`src/rtl/lane_stripe_ctrl.sv`:
```
// Two-lane byte striper: accepted bytes alternate between lane 0 and lane 1
// (or all go to lane 0 in x1 mode), and odd-length packets get a pad on lane 1.
module lane_stripe_ctrl #(
  parameter logic [7:0] PAD_BYTE = 8'hF7
) (
  input  logic        clk,
  input  logic        reset,
  input  logic        enable,
  input  logic        x1_mode,
  input  logic        validIn,
  input  logic [7:0]  In0,
  input  logic        eop,
  input  logic [1:0]  lane_ready,
  output logic        in_ready,
  output logic [7:0]  data_out0,
  output logic [7:0]  data_out1,
  output logic        outValid0,
  output logic        outValid1,
  output logic        lane_sel,
  output logic        busy,
  output logic [15:0] cnt0,
  output logic [15:0] cnt1
);

  typedef enum logic [1:0] {
    IDLE   = 2'd0,
    ACTIVE = 2'd1,
    PAD    = 2'd2
  } state_t;

  state_t      state_q, state_d;
  logic        lane_sel_q, lane_sel_d;
  logic        mode_q, mode_d;
  logic        valid0_q, valid0_d;
  logic        valid1_q, valid1_d;
  logic [7:0]  data0_q, data0_d;
  logic [7:0]  data1_q, data1_d;
  logic [15:0] cnt0_q, cnt0_d;
  logic [15:0] cnt1_q, cnt1_d;

  logic xfer;
  logic eff_mode;

  function automatic logic [15:0] sat_inc(input logic [15:0] v);
    return (v == 16'hFFFF) ? v : v + 16'd1;
  endfunction

  always_comb begin
    in_ready = 1'b0;
    if (!reset) begin
      case (state_q)
        IDLE:    in_ready = enable & lane_ready[0];
        ACTIVE:  in_ready = lane_ready[lane_sel_q];
        default: in_ready = 1'b0;
      endcase
    end
  end

  assign xfer = validIn & in_ready;

  // The first byte of a packet is steered by the live x1_mode; later bytes by the latched copy.
  assign eff_mode = (state_q == IDLE) ? x1_mode : mode_q;

  // NOTE: every signal driven here gets a default first, so no path leaves one unassigned and no latch is inferred.
  always_comb begin
    state_d    = state_q;
    lane_sel_d = lane_sel_q;
    mode_d     = mode_q;
    valid0_d   = 1'b0;
    valid1_d   = 1'b0;
    data0_d    = data0_q;
    data1_d    = data1_q;
    cnt0_d     = cnt0_q;
    cnt1_d     = cnt1_q;

    if (xfer) begin
      if (lane_sel_q) begin
        data1_d  = In0;
        valid1_d = 1'b1;
        cnt1_d   = sat_inc(cnt1_q);
      end else begin
        data0_d  = In0;
        valid0_d = 1'b1;
        cnt0_d   = sat_inc(cnt0_q);
      end
      lane_sel_d = eff_mode ? 1'b0 : ~lane_sel_q;
    end

    case (state_q)
      IDLE: begin
        if (xfer) begin
          mode_d = x1_mode;
          if (!eop)         state_d = ACTIVE;
          else if (x1_mode) state_d = IDLE;
          else              state_d = PAD;
        end
      end
      ACTIVE: begin
        // A last byte that landed on lane 0 leaves lane 1 one short, so it needs a pad.
        if (xfer && eop) begin
          state_d = (!mode_q && !lane_sel_q) ? PAD : IDLE;
        end
      end
      PAD: begin
        if (lane_ready[1]) begin
          data1_d    = PAD_BYTE;
          valid1_d   = 1'b1;
          cnt1_d     = sat_inc(cnt1_q);
          lane_sel_d = 1'b0;
          state_d    = IDLE;
        end
      end
      default: state_d = IDLE;
    endcase
  end

  // NOTE: sequential state uses non-blocking assignments so all registers update together on the edge.
  always_ff @(posedge clk) begin
    if (reset) begin
      state_q    <= IDLE;
      lane_sel_q <= 1'b0;
      mode_q     <= 1'b0;
      valid0_q   <= 1'b0;
      valid1_q   <= 1'b0;
      data0_q    <= 8'h00;
      data1_q    <= 8'h00;
      cnt0_q     <= 16'h0000;
      cnt1_q     <= 16'h0000;
    end else begin
      state_q    <= state_d;
      lane_sel_q <= lane_sel_d;
      mode_q     <= mode_d;
      valid0_q   <= valid0_d;
      valid1_q   <= valid1_d;
      data0_q    <= data0_d;
      data1_q    <= data1_d;
      cnt0_q     <= cnt0_d;
      cnt1_q     <= cnt1_d;
    end
  end

  assign data_out0 = data0_q;
  assign data_out1 = data1_q;
  assign outValid0 = valid0_q;
  assign outValid1 = valid1_q;
  assign lane_sel  = lane_sel_q;
  assign busy      = (state_q != IDLE);
  assign cnt0      = cnt0_q;
  assign cnt1      = cnt1_q;

  a_no_overlap: assert property (@(posedge clk) disable iff (reset)
    !(valid0_q && valid1_q));
  a_idle_on_lane0: assert property (@(posedge clk) disable iff (reset)
    (state_q == IDLE) |-> !lane_sel_q);
  a_pad_on_lane1: assert property (@(posedge clk) disable iff (reset)
    (state_q == PAD) |-> (lane_sel_q && !in_ready));

endmodule

```
`config.mk`:
```
export PLATFORM = sky130hd
export DESIGN_NAME = lane_stripe_ctrl
export DESIGN_NICKNAME = d
export VERILOG_FILES = /design/src/rtl/lane_stripe_ctrl.sv
export SDC_FILE = /design/constraint.sdc
export NUM_CORES = 1
export LEC_CHECK = 0
export CAP_MARGIN = 30
export CORE_AREA = 2 2 80 82
export CTS_CLUSTER_SIZE = 8
export DETAILED_ROUTE_END_ITERATION = 12
export DIE_AREA = 0 0 82 84
export GPL_TIMING_DRIVEN = 0
export PLACE_DENSITY = 0.83
export SKIP_LAST_GASP = 1
export SYNTH_ARGS = -nofsm -noshare
export SYNTH_HDL_FRONTEND = slang
export SYNTH_SLANG_ARGS = --single-unit
```
`constraint.sdc`:
```
create_clock -name clk -period 1.8 [get_ports clk]
set_input_delay 0.27 -clock clk [delete_from_list [all_inputs] [get_ports clk]]
set_output_delay 0.27 -clock clk [all_outputs]
set_load 0.05 [all_outputs]
```
Word-level counts from Yosys, hierarchy flattened
Index checks and enable logic that the tools add are counted.
{"block": "totals", "in_bits": 16, "wordCells": 65, "register_bits": 54, "output_inout_bits": 53}
{"block": "classes", "addsub": 2, "bitwise_logic": 5, "muxes": 30, "order_cmp": 1, "eq_ne": 7, "reduce_logical": 11}
{"cell": "16-bit two-way mux", "n": 5}
{"cell": "16-bit by 1-bit adder with 16-bit output, second input constant", "n": 2}
{"cell": "16-bit == test, second input constant", "n": 2}
{"cell": "8-bit two-way mux", "n": 4}
{"cell": "1-bit two-way mux", "n": 13}
{"cell": "2-bit two-way mux", "n": 6}
{"cell": "2-bit inequality test, second input constant", "n": 3}
{"cell": "2-bit case mux with 3 select lines", "n": 1}
{"cell": "3-bit AND reduction", "n": 2}
{"cell": "2-bit AND reduction", "n": 2}
{"cell": "1-bit NOT", "n": 3}
{"cell": "1-bit AND", "n": 2}
{"cell": "2-bit by 1-bit == test with 1-bit output, second input constant", "n": 1}
{"cell": "2-bit == test, second input constant", "n": 1}
{"cell": "1-bit logical AND", "n": 2}
{"cell": "1-bit zero test", "n": 2}
{"cell": "2-bit zero test", "n": 1}
{"cell": "1-bit by 2-bit < comparator with 1-bit output, second input constant", "n": 1}
{"cell": "1-bit case mux with 2 select lines", "n": 1}
{"cell": "2-bit nonzero test", "n": 1}
{"cell": "2-bit OR reduction", "n": 1}

Longest topological paths before layout
{"block": "logic_depth", "ltp_word": 8, "ltp_mapped": 7, "ltp_nobuf": 6}

Worst setup path before layout
Ideal clock, no wire load.
{"block": "synth_path", "kind": "reg2reg", "startpoint": "register cnt1_q[0] (netlist: cnt1[0])", "endpoint": "register cnt1_q[12] (netlist: cnt1[12])", "t_arrival_ns": 2.248, "n_path_buf": 1, "t_required_ns": 1.685, "setup_slack_ns": -0.563, "path_stages_with_launch": 8, "setup_ns": 0.115, "period_less_slack_ns": 2.363, "cell_sequence": "dfxtp_1 -> ha_1 -> nand3_1 -> or2_2 -> clkbuf_1 -> a2111oi_1 -> a31oi_1 -> o21a_1"}
{"block": "synth_via", "elab_chain_len": 6, "elab_cells_between_ends": 7, "classes_between": "add/sub: 1; eq/ne: 1; mux: 5"}
{"element": "start, declared", "line_no": "39", "rtl": "logic [15:0] cnt1_q, cnt1_d;"}
{"element": "start signal, assigned", "line_no": "138", "rtl": "cnt1_q <= cnt1_d;"}
{"element": "16-bit by 1-bit adder with 16-bit output or 16-bit == test (tied branches)", "line_no": "45", "rtl": "return (v == 16'hFFFF) ? v : v + 16'd1;"}
{"element": "16-bit two-way mux (*)", "line_no": "45"}
{"element": "16-bit two-way mux", "line_no": "77", "rtl": "if (lane_sel_q) begin"}
{"element": "16-bit two-way mux", "line_no": "76", "rtl": "if (xfer) begin"}
{"element": "16-bit two-way mux", "line_no": "105", "rtl": "if (lane_ready[1]) begin"}
{"element": "16-bit two-way mux (*)", "line_no": "89", "rtl": "case (state_q)"}
Every way passes the cells marked *; elsewhere a longest branch is shown, timed or not.
A chain may end at the register's enable or synchronous reset.

Worst setup path after layout
{"block": "layout_path", "startpoint": "register state_q[1]", "endpoint": "register cnt1_q[5] (netlist: cnt1[5])"}
{"block": "layout_via", "elab_chain_len": 7, "elab_cells_between_ends": 9, "classes_between": "eq/ne: 2; mux: 5; bitwise: 1; reduce/logical: 1"}
{"element": "start, declared", "line_no": "31", "rtl": "state_t state_q, state_d;"}
{"element": "start signal, assigned", "line_no": "130", "rtl": "state_q <= state_d;"}
{"element": "2-bit by 1-bit == test with 1-bit output or 2-bit zero test (tied branches)", "line_no": "51", "rtl": "case (state_q)"}
{"element": "1-bit case mux with 2 select lines", "line_no": "51"}
{"element": "1-bit two-way mux", "line_no": "50", "rtl": "if (!reset) begin"}
{"element": "1-bit AND", "line_no": "59", "rtl": "assign xfer = validIn & in_ready;"}
{"element": "16-bit two-way mux", "line_no": "76"}
{"element": "16-bit two-way mux", "line_no": "105"}
{"element": "16-bit two-way mux (*)", "line_no": "89"}
Marks and branches as above.

==> flow_results.org <==
** Outcome
- The flow ran to the end, but the final reports show violations.
- The checks that failed: negative setup slack.

** Synthesis
- Synthesized netlist cell count :: 289
- Yosys printed 0 warnings.
- Number of flops mapped to enable cells by yosys :: 0
- Synthesized-area fraction occupied by ao, oa, aoi and oai cells :: 15.5%
- Mux contribution to synthesized area :: 6.54%
- After Yosys synthesis, and, or, nand and nor cells account for 24.7% of the synthesized area.
- Adder-cell area share of the yosys netlist :: 0.999%
- Per-instance average area after synthesis :: 8.67 um2
- Largest family of logic cells by synthesized area :: simple AND/OR/NAND/NOR gates
- Number of distinct library cell variants in the gate-level netlist after synthesis :: 50
- The cell area that synthesis handed to floorplanning was 0.00251 mm2.
- For this run, the register share of the synthesized area comes to 43.1%.
- Synthesis inferred 54 register bits.
- For this run, the leading register cell type out of synthesis is sky130_fd_sc_hd__dfxtp_1.
- Summing the areas of all xor and xnor instances in the mapped netlist gives 5.24% of the synthesized area.
- After synthesis, the share of flip-flops with an asynchronous set or reset is 0%.
- The number of nets handed over by synthesis was 307.

** Setup path
- Worst path arrival time :: 2080 ps
- Worst Setup Start Kind :: flip-flop
- Crit path max fanout :: 5
- Data on the critical path is required at its endpoint by 2040 ps.
- Critical path capture point type :: flip-flop
- Crit Path Class :: reg -> reg

** Clocking
- Number of clock sinks :: 54
- Max H-tree Level :: 2
- The number of clock buffers added by TritonCTS is 5.
- TritonCTS clock tree :: yes
- Clock-pin slew was measured on the worst setup and hold paths at 100 ps.
- Root Buffer :: sky130_fd_sc_hd__clkbuf_8
- The clock reaches the later pin of the worst-skew pair after 310 ps.
- Clock tree buffer depth :: 2
- Buffers inserted to repair hold after CTS numbered 0.

** Global routing
- Pin count of the biggest net entering global routing :: 17
- Congestion Overflow GR :: 0
- First-pass GRT wire length :: 11400 um
- The via count of the first global-routing pass is 2509.
- Global routing used 20.8% of the available tracks.
- The number of antenna violations at the first check in global routing is 0.

** Pwr
- The internal portion of the total power is 1.59 mW.
- Combinational cells account for 9.9% of the total power.
- Leak pwr :: 1.75 nW
- In this run the power spent charging and discharging nets is 0.530 mW.
- Sequential cells account for 56.7% of the total power.
- In this run the power density over the cells is 546 mW/mm2.
- The clock network is responsible for 33.5% of the overall power.
- Total power after layout :: 2.12 mW
- Switching power as a share of total power :: 25.0%
- Max IR drop VDD :: 0.367 mV

** Layout
- The top cell types in the final layout, fill and taps aside, are 36 x sky130_fd_sc_hd__clkdlybuf4s50_1, 30 x sky130_fd_sc_hd__nor2_1, 26 x sky130_fd_sc_hd__nand2_1.
- Of the cells placed in the final design, the portion with a size suffix greater than 1 is 27.5%.
- Area growth from synthesis to layout :: 54.9%
- Antenna Diode Count :: 0
- Final core area utilization :: 63.7%
- Final std cells w/o fill :: 462
- Net count reported at finish :: 402
- The library cell used most frequently in the layout, excluding fill and tap cells, is sky130_fd_sc_hd__clkdlybuf4s50_1.

** STA
- Highest attainable clock frequency :: 0.545 GHz
- Actual transition at the worst max-transition pin :: 568 ps
- Setup repair after global routing could not meet its margin everywhere.
- The final-report hold violation count came to 0.
- Summed negative setup slack over all endpoints :: -79.8 ps
- Shortest period the worst path allows :: 1840 ps
- Final Max Tran Viols :: 0
- Measured against its own limit, the worst slew margin works out to 62.1%.
- The clock arrives with 10.6 ps of skew.
- Post-layout worst setup margin :: -36.5 ps
- Setup violations remaining at the end of the flow were counted as 5.
- After layout, the worst path uses 102% of the clock period.

** Route
- Number of iterations in the first detailed-routing pass :: 4
- After detailed routing, the number of remaining DRC violations is 0.
- Dividing the detail-routed wire length by the instance count gives 15.2 um.
- Dividing the detail-routed via count by the number of cells gives 5.39.
- Remaining antenna violation count after routing :: 0
- Routed WL :: 7020 um
- The routed layout has 2488 vias.
- After the first detailed-routing iteration, the DRC count stood at 94.

** Hold path
- The worst hold path belongs to the class in -> reg.

** Flow run
- Max-capacitance violation count :: 0

** Floorplan
- The floorplan has 29 rows.
- Top Ports :: 69
- After floorplanning, the core was sized to cover 0.00610 mm2.
- Starting density of the core :: 41.1%
- Die outline area :: 0.00689 mm2
- In this run the vertical extent of the chip is 84 um.
- From left edge to right edge, the die measures 82 um.

** Place
- In this run, placement finished with an instance count of 434.
- Final weighted congestion in routability-driven placement :: 0.856
- Placement-stage worst setup slack :: -987 ps
- IO Port Bufs :: 68
- Detailed placement finished with a half-perimeter wire length of 4600 um.
==> sequential cells by signal (all words and copies together) (netlist names) <==
signal	cells
data_out1	8
lane_sel	1
cnt0	16
cnt1	16
state_q	2
data_out0	8
outValid0	1
outValid1	1
mode_q	1
==> logic make-up (layout without fill, tap and decap cells) <==
family	after synthesis	count (layout)
xor gates and xnor gates	15	15
muxes	16	16
DFF	54	54
AOI/OAI and AO/OA	57	58
buffers and inverters	23	118
and+or+nand+nor	122	122
adders and majority gates	2	2
==> cell usage after synthesis, drive strengths merged, types with 2 or more instances <==
cell	instances	area (um2)
nor3	10	50.1
nor2	30	113
clkbuf	12	47.6
or2	3	18.8
o21ai	10	50.1
xnor2	10	87.6
ha	2	25.0
nor4	7	43.8
dfxtp	54	1080
a21oi	25	125
and4	2	17.5
xor2	5	43.8
nand2b	3	18.8
o221ai	2	23.8
nor3b	3	22.5
buf	3	20.0
nand2	27	101
mux2i	13	130
nand4	8	50.1
o2111ai	3	26.3
nor2b	6	37.5
or3	6	37.5
nand3	9	45.0
a211o	2	17.5
o31ai	2	15.0
nand3b	2	15.0
a211oi	4	42.5
inv	7	26.3
mux2	3	33.8
==> power groups by stage <==
stage,clock network (mW),registers [mW],logic [mW]
4_1_cts,0.729,1.20,0.201
6_report,0.709,1.20,0.210
3_5_place_dp,0,1.23,0.192
3_3_place_gp,0,1.23,0.189
5_1_grt,0.775,1.20,0.226
2_1_floorplan,0,1.26,0.0763
==> layout make-up <==
type | instances | area, um2
plain buffers | 12 | 76.3
clock buffers | 6 | 82.6
clock inverters | 2 | 12.5
fillers | 521 | 2210
inverters | 8 | 30.0
multi-input cells | 213 | 1540
flip-flops and latches | 54 | 1140
well taps | 77 | 96.3
repair buffers | 90 | 901
==> metrics by stage <==
step | area [um2] | hold slack (ps)
detailed placement | 3410 | 445
finish | 3880 | 394
global route | 3880 | 454
CTS | 3690 | 444
global placement | 3410 | 444
floorplan | 2640 | 406
==> worst paths after layout <==
check | slack [ps] | cells past startpoint | startpoint | to
hold reg to reg | 460 | 2 | data_out0[5] | data_out0[5]
setup / recovery | -40 | 7 | state_q[1] | cnt1[5]
hold / removal | 390 | 4 | lane_ready[0] | mode_q
setup reg to reg | -40 | 7 | state_q[1] | cnt1[5]
==> worst max-delay path, cell delays in order, from the launching register on <==
cell                       delay [ps]
sky130_fd_sc_hd__dfxtp_4          360
sky130_fd_sc_hd__or3b_4           390
sky130_fd_sc_hd__a211oi_4         190
sky130_fd_sc_hd__buf_6            160
sky130_fd_sc_hd__o22ai_4           80
sky130_fd_sc_hd__buf_4            140
sky130_fd_sc_hd__or3_1            320
sky130_fd_sc_hd__a21oi_2          130
==> layer usage <==
metal	vias to the layer above	track usage, %	share of wire [%]
met3	7	4.44	5.3
met2	69	36.7	54
met4	0	5.91	0.77
met5	-	0	0
met1	1186	25.0	40
li1	1226	-	-
==> repair_timing <==
item | 4_1_cts | 5_1_grt
resized for setup | 39 | 51
setup buffers | 17 | 4
endpoints found under the setup margin | 50 | 66
cloned | 2 | 0
pin swaps | 15 | 17
Power figures use the tool's default switching activity.
